### src/rtl/seq_mult_pkg.sv
// +--------------------------------------------------------------------+
// | seq_mult_pkg : shared state type and counter sizing for seq_mult_n |
// | Rev 1.0                                                            |
// +--------------------------------------------------------------------+
`default_nettype none

package seq_mult_pkg;

   typedef enum logic [1:0] {
      ST_IDLE     = 2'd0,
      ST_COMPUTE  = 2'd1,
      ST_DONE     = 2'd2,
      ST_WAIT_REL = 2'd3
   } state_t;

   // Iteration counter only needs to reach WIDTH-1; keep at least one bit.
   function automatic int cnt_width(input int width);
      return (width <= 2) ? 1 : $clog2(width);
   endfunction

endpackage

`default_nettype wire

### src/rtl/addsub_n.sv
// +--------------------------------------------------------------------+
// | addsub_n : N-bit combinational adder/subtractor, carry discarded   |
// | Rev 1.0                                                            |
// +--------------------------------------------------------------------+
`default_nettype none

module addsub_n #(
   parameter int N = 9
) (
   input  logic [N-1:0] i_a,
   input  logic [N-1:0] i_b,
   input  logic         i_sub,
   output logic [N-1:0] o_y
);

   // Subtract as a + ~b + 1 so one adder serves both operations.
   assign o_y = i_a + (i_b ^ {N{i_sub}}) + {{(N-1){1'b0}}, i_sub};

endmodule

`default_nettype wire

### src/rtl/seq_mult_n.sv
// +--------------------------------------------------------------------+
// | seq_mult_n : WIDTH-bit signed add-shift multiplier, X:A:B product  |
// | Optional accumulate start enabled by macro SEQ_MULT_ACCUM_EN       |
// | Rev 1.0                                                            |
// +--------------------------------------------------------------------+
`default_nettype none

module seq_mult_n
   import seq_mult_pkg::*;
#(
   parameter int WIDTH = 8
) (
   input  logic             Clk,
   input  logic             Reset_n,
   input  logic             Load_Clr,
   input  logic             Run,
   input  logic [WIDTH-1:0] Sw,
`ifdef SEQ_MULT_ACCUM_EN
   input  logic             Accum,
`endif
   output logic [WIDTH-1:0] Aval,
   output logic [WIDTH-1:0] Bval,
   output logic             X,
   output logic             Busy,
   output logic             Done
);

   localparam int                 c_cnt_w = cnt_width(WIDTH);
   localparam logic [c_cnt_w-1:0] c_last  = c_cnt_w'(WIDTH - 1);

   state_t             r_state;
   state_t             w_state_nxt;
   logic [WIDTH-1:0]   r_a;
   logic [WIDTH-1:0]   r_b;
   logic [WIDTH-1:0]   r_s;
   logic               r_x;
   logic [c_cnt_w-1:0] r_count;
   logic               w_load;
   logic               w_start;
   logic               w_iter;
   logic               w_accum;
   logic [WIDTH:0]     w_sum;
   logic [WIDTH:0]     w_xa;

`ifdef SEQ_MULT_ACCUM_EN
   assign w_accum = Accum;
`else
   assign w_accum = 1'b0;
`endif

   always_ff @(posedge Clk or negedge Reset_n) begin
      if (!Reset_n) begin
         r_state <= ST_IDLE;
      end else begin
         r_state <= w_state_nxt;
      end
   end

   always_comb begin
      w_state_nxt = r_state;
      w_load      = 1'b0;
      w_start     = 1'b0;
      w_iter      = 1'b0;
      case (r_state)
         ST_IDLE: begin
            if (Load_Clr) begin
               w_load = 1'b1;
            end else if (Run) begin
               w_start     = 1'b1;
               w_state_nxt = ST_COMPUTE;
            end
         end
         ST_COMPUTE: begin
            w_iter = 1'b1;
            if (r_count == c_last) begin
               w_state_nxt = ST_DONE;
            end
         end
         ST_DONE: begin
            w_state_nxt = ST_WAIT_REL;
         end
         ST_WAIT_REL: begin
            if (!Run) begin
               w_state_nxt = ST_IDLE;
            end
         end
         default: begin
            w_state_nxt = ST_IDLE;
         end
      endcase
   end

   // Last iteration weighs the multiplier sign bit at -2^(WIDTH-1).
   addsub_n #(
      .N (WIDTH + 1)
   ) u_addsub (
      .i_a   ({r_x, r_a}),
      .i_b   ({r_s[WIDTH-1], r_s}),
      .i_sub (r_count == c_last),
      .o_y   (w_sum)
   );

   assign w_xa = r_b[0] ? w_sum : {r_x, r_a};

   always_ff @(posedge Clk or negedge Reset_n) begin
      if (!Reset_n) begin
         r_a     <= '0;
         r_b     <= '0;
         r_s     <= '0;
         r_x     <= 1'b0;
         r_count <= '0;
      end else if (w_load) begin
         r_b <= Sw;
         r_a <= '0;
         r_x <= 1'b0;
      end else if (w_start) begin
         r_s     <= Sw;
         r_count <= '0;
         if (w_accum) begin
            r_x <= r_a[WIDTH-1];
         end else begin
            r_a <= '0;
            r_x <= 1'b0;
         end
      end else if (w_iter) begin
         r_x     <= w_xa[WIDTH];
         r_a     <= w_xa[WIDTH:1];
         r_b     <= {w_xa[0], r_b[WIDTH-1:1]};
         r_count <= r_count + c_cnt_w'(1);
      end
   end

   assign Aval = r_a;
   assign Bval = r_b;
   assign X    = r_x;
   assign Busy = (r_state == ST_COMPUTE);
   assign Done = (r_state == ST_DONE);

endmodule

`default_nettype wire

### config.mk
export PLATFORM = sky130hd
export DESIGN_NAME = seq_mult_n
export DESIGN_NICKNAME = d
export VERILOG_FILES = /design/src/rtl/seq_mult_pkg.sv /design/src/rtl/addsub_n.sv /design/src/rtl/seq_mult_n.sv
export SDC_FILE = /design/constraint.sdc
export NUM_CORES = 1
export LEC_CHECK = 0
export BUFFER_PORTS_ARGS = -buffer_cell sky130_fd_sc_hd__buf_2
export CORE_MARGIN = 3
export CORE_UTILIZATION = 46
export DETAILED_ROUTE_END_ITERATION = 16
export HOLD_SLACK_MARGIN = 0.1
export PLACE_DENSITY = 0.67
export SYNTH_ARGS = -nofsm -noshare
export SYNTH_HDL_FRONTEND = slang
export SYNTH_SLANG_ARGS = --single-unit
### constraint.sdc
create_clock -name Clk -period 2.9 [get_ports Clk]
set_input_delay 0 -clock Clk [delete_from_list [all_inputs] [get_ports Clk]]
set_output_delay 0 -clock Clk [all_outputs]
set_load 0.01 [all_outputs]
==> flow_metrics.py <==
metrics = {
    "final_layout": {
        "syn2layout_area_growth_pct": 20.4,
        "utilization": 0.586,
        "fin_nets": 242,
        "fill_cells": 329,
        "drive_gt1_frac": 0.231,
        "finalInstanceArea_um2": 2180,
        "antenna_cells": 0,
    },
    "clocking": {
        "cts.sinks": 29,
        "root_buffer": "clkbuf_8",
        "clkTransAtPathRegs_ns": 0.06,
        "insertion_delay_ns": 0.28,
        "htree_num_levels": 2,
        "cts_buffers": 5,
        "cts_tree": "built",
        "cts.path.max_buffers": 2,
        "cts_setup_buffers": 0,
    },
    "pwr": {
        "max-vdd-ir-drop_uv": 579,
        "powerDensity_nw_per_um2": 1170,
        "leakage_nw": 1.12,
        "pwr-share-clk": 0.170,
        "pwr-share-comb": 0.530,
        "p_int_w": 0.00146,
        "switching_power_w": 0.00109,
        "sequentialPowerShare": 0.300,
        "switching_share": 0.427,
    },
    "setup_path": {
        "critPathKind": "flop to flop",
        "rr_worst_depth": 9,
        "rrSetupSlack_ns": 0.25,
        "cp.arrival_ns": 2.82,
        "cp-start-kind": "flop",
        "crit_start": "r_count[0]$_DFFE_PN0P_",
        "worst_r2r_endpoint": "Aval[5]$_DFFE_PN0P_",
        "crit_path_end_kind": "flop",
        "required_ns": 3.07,
        "r2r-start": "r_count[0]$_DFFE_PN0P_",
        "path_max_fanout": 9,
    },
    "timing": {
        "min_period_over_period": 0.914,
        "min_period_ns": 2.65,
        "worstMarginPinSlew_ns": 0.650,
        "fin_ws_ns": 0.248,
        "tns_ns": 0,
        "fin_skew_ns": 0.00514,
        "fmax_mhz": 377,
        "slew_viol_final": 0,
        "max_slew_margin": 0.567,
        "setup_viol": 0,
        "rsz0062_at_grt": "no",
        "finalHoldViolCount": 0,
    },
    "min_path": {
        "worstHoldStart": "Run",
        "worstHoldEndpoint": "r_count[0]$_DFFE_PN0P_",
        "hp-class": "input pin to flop",
        "holdPathStages": 4,
    },
    "logic_synthesis": {
        "synth_top_family_by_area": "compound AO/OA/AOI/OAI gates",
        "syn-num-nets": 204,
        "synthCells": 177,
        "synth_fa_ha_area_frac": 0.108,
        "seq_area_frac_synth": 0.402,
        "ys_ff_latch": 29,
        "synth_xor_area_frac": 0.0533,
        "synth.cell_area_um2": 1810,
        "syn_avg_cell_area_um2": 10.2,
        "synth_cell_types": 41,
        "yosys_warnings": 0,
        "synth_compound_area_frac": 0.185,
        "synth_simple_gate_area_frac": 0.0921,
        "synthMuxAreaShare": 0.114,
    },
    "detailed_routing": {
        "vias_per_cell": 5.38,
        "drc": 0,
        "wirelength_um": 3740,
        "drt.antenna.violating_nets": 0,
        "drt_iter0_drc": 67,
        "first_pass_iters": 4,
        "route.vias.total": 1420,
        "avgRoutedWirePerCell_um": 14.2,
    },
    "die": {
        "initial_core_util": 0.486,
        "num_rows": 22,
        "dieWidth_um": 68.7,
        "ios": 31,
        "die-height_um": 68.7,
        "core_um2": 3720,
        "dieArea_um2": 4720,
    },
    "placed_design": {
        "finalWeightedCongestion": 0.867,
        "hpwl_um": 2840,
        "io_buffers": 30,
        "dpl_cell_area_um2": 1970,
        "pre_cts_slack_ns": 0.167,
    },
    "grt": {
        "grt_pass1_vias": 1402,
        "antenna_found_initial": 0,
        "grtUsageTotal": 0.175,
        "grt-ovfl-total": 0,
        "grt_pass1_wl_um": 6090,
        "grt_max_degree": 30,
    },
    "run_status": {
        "status": "complete, no violations",
    },
    "job": {
        "cap_violations": 0,
    },
}
-- layout by cell type (no fill, tap or decap), types with 2 or more instances in the layout --
cell type / Yosys / layout
a21oi_1: 4 / 4
nor3_1: 2 / 2
nand3_1: 2 / 2
inv_1: 4 / 4
xnor2_1: 2 / 2
dlygate4sd3_1: 0 / 9
ha_1: 14 / 13
a211oi_1: 2 / 2
a21o_1: 3 / 3
a32oi_1: 4 / 4
o22ai_1: 2 / 2
clkbuf_8: 0 / 6
o21ai_1: 17 / 17
buf_2: 4 / 30
mux2_1: 4 / 4
and2_1: 3 / 3
o21ai_0: 9 / 9
nand2_1: 23 / 23
dfrtp_1: 29 / 29
nor2b_1: 2 / 2
inv_2: 2 / 2
and3_1: 2 / 2
mux2i_1: 10 / 10
mux2_2: 4 / 4
xor2_1: 9 / 9
-- critical path: stages (launching register included) --
cell      delay [ns]
dfrtp_1         0.41
ha_1            0.22
ha_2            0.25
mux2_4          0.31
fa_1            0.43
a211oi_1        0.29
o21bai_1        0.12
a21oi_1         0.23
mux2i_1         0.21
nand2_1         0.06
-- flip-flops by register name, indices dropped and copies added, names as in the netlist --
register  cells
Aval          7
X             1
r_s           8
r_state       2
r_count       3
Bval          8
-- Yosys cell counts, drive strengths merged --
| cell | count | area, um2 |
|---|---|---|
| a211oi | 2 | 15.0 |
| a21o | 3 | 22.5 |
| a21oi | 5 | 28.8 |
| a221o | 1 | 10.0 |
| a222oi | 1 | 10.0 |
| a2bb2oi | 1 | 8.76 |
| a31o | 1 | 17.5 |
| a31oi | 2 | 27.5 |
| a32oi | 4 | 35.0 |
| and2 | 3 | 18.8 |
| and3 | 2 | 12.5 |
| buf | 8 | 53.8 |
| clkbuf | 1 | 3.75 |
| clkinv | 1 | 3.75 |
| dfrtp | 29 | 726 |
| fa | 1 | 20.0 |
| ha | 14 | 175 |
| inv | 6 | 22.5 |
| mux2 | 9 | 105 |
| mux2i | 10 | 100 |
| nand2 | 23 | 86.3 |
| nand3 | 2 | 10.0 |
| nand4 | 1 | 6.26 |
| nor2 | 1 | 3.75 |
| nor2b | 2 | 12.5 |
| nor3 | 2 | 10.0 |
| nor4 | 1 | 6.26 |
| o21ai | 27 | 139 |
| o21bai | 1 | 7.51 |
| o22ai | 2 | 12.5 |
| xnor2 | 2 | 17.5 |
| xor2 | 9 | 78.8 |
-- power groups by stage --
stage / Combinational, W / Clock, W / Sequential (W)
floorplan: 0.00103 / 0 / 0.000757
global route: 0.00150 / 0.000461 / 0.000792
detailed placement: 0.00134 / 0 / 0.000768
global placement: 0.00127 / 0 / 0.000756
CTS: 0.00135 / 0.000447 / 0.000762
finish: 0.00135 / 0.000433 / 0.000762
-- through the flow --
step / std cells / power [W] / hold slack (ns)
4_1_cts: 264 / 0.00256 / 0.110
3_3_place_gp: 247 / 0.00203 / 0.0588
5_1_grt: 264 / 0.00276 / 0.149
2_1_floorplan: 177 / 0.00179 / -0.296
3_5_place_dp: 247 / 0.00210 / 0.0709
6_report: 264 / 0.00254 / 0.122
-- routing by layer --
layer	share of wire	track usage	wire length, um	up-vias
met3	0.054	0.0389	201	7
met4	0.017	0.0868	65	0
met1	0.44	0.208	1650	664
met2	0.49	0.294	1820	45
li1	-	-	-	704
met5	0	0	0	-
-- cell families (layout without fill, tap and decap cells) --
group	Yosys count	count (layout)
AOI/OAI and AO/OA	50	50
xor gates and xnor gates	11	11
adders and majority gates	15	15
buffers and inverters	16	55
DFF	29	29
muxes	19	19
and+or+nand+nor	37	37
-- cell type report --
type	instances	area, um2	area share
tap	48	60.1	0.0276
timing repair buffer	40	248	0.114
sequential	29	726	0.334
clock inverter	1	30.0	0.0138
clock buffer	7	86.3	0.0397
inverter	7	26.3	0.0121
multi-input combinational	132	1000	0.459
-- worst max path at each step --
stage,to,cells past startpoint
2_1_floorplan,Aval[5]$_DFFE_PN0P_,10
3_3_place_gp,Aval[5]$_DFFE_PN0P_,9
3_5_place_dp,Aval[5]$_DFFE_PN0P_,9
4_1_cts,Aval[5]$_DFFE_PN0P_,9
5_1_grt,Aval[5]$_DFFE_PN0P_,9
6_report,Aval[5]$_DFFE_PN0P_,9
-- timing repair --
action	CTS	global route
setup endpoints to repair	0	1
hold buffers	9	0
hold endpoints to repair	45	0
gates resized for setup	0	1
Note: power is estimated with default switching activity, not from simulation.
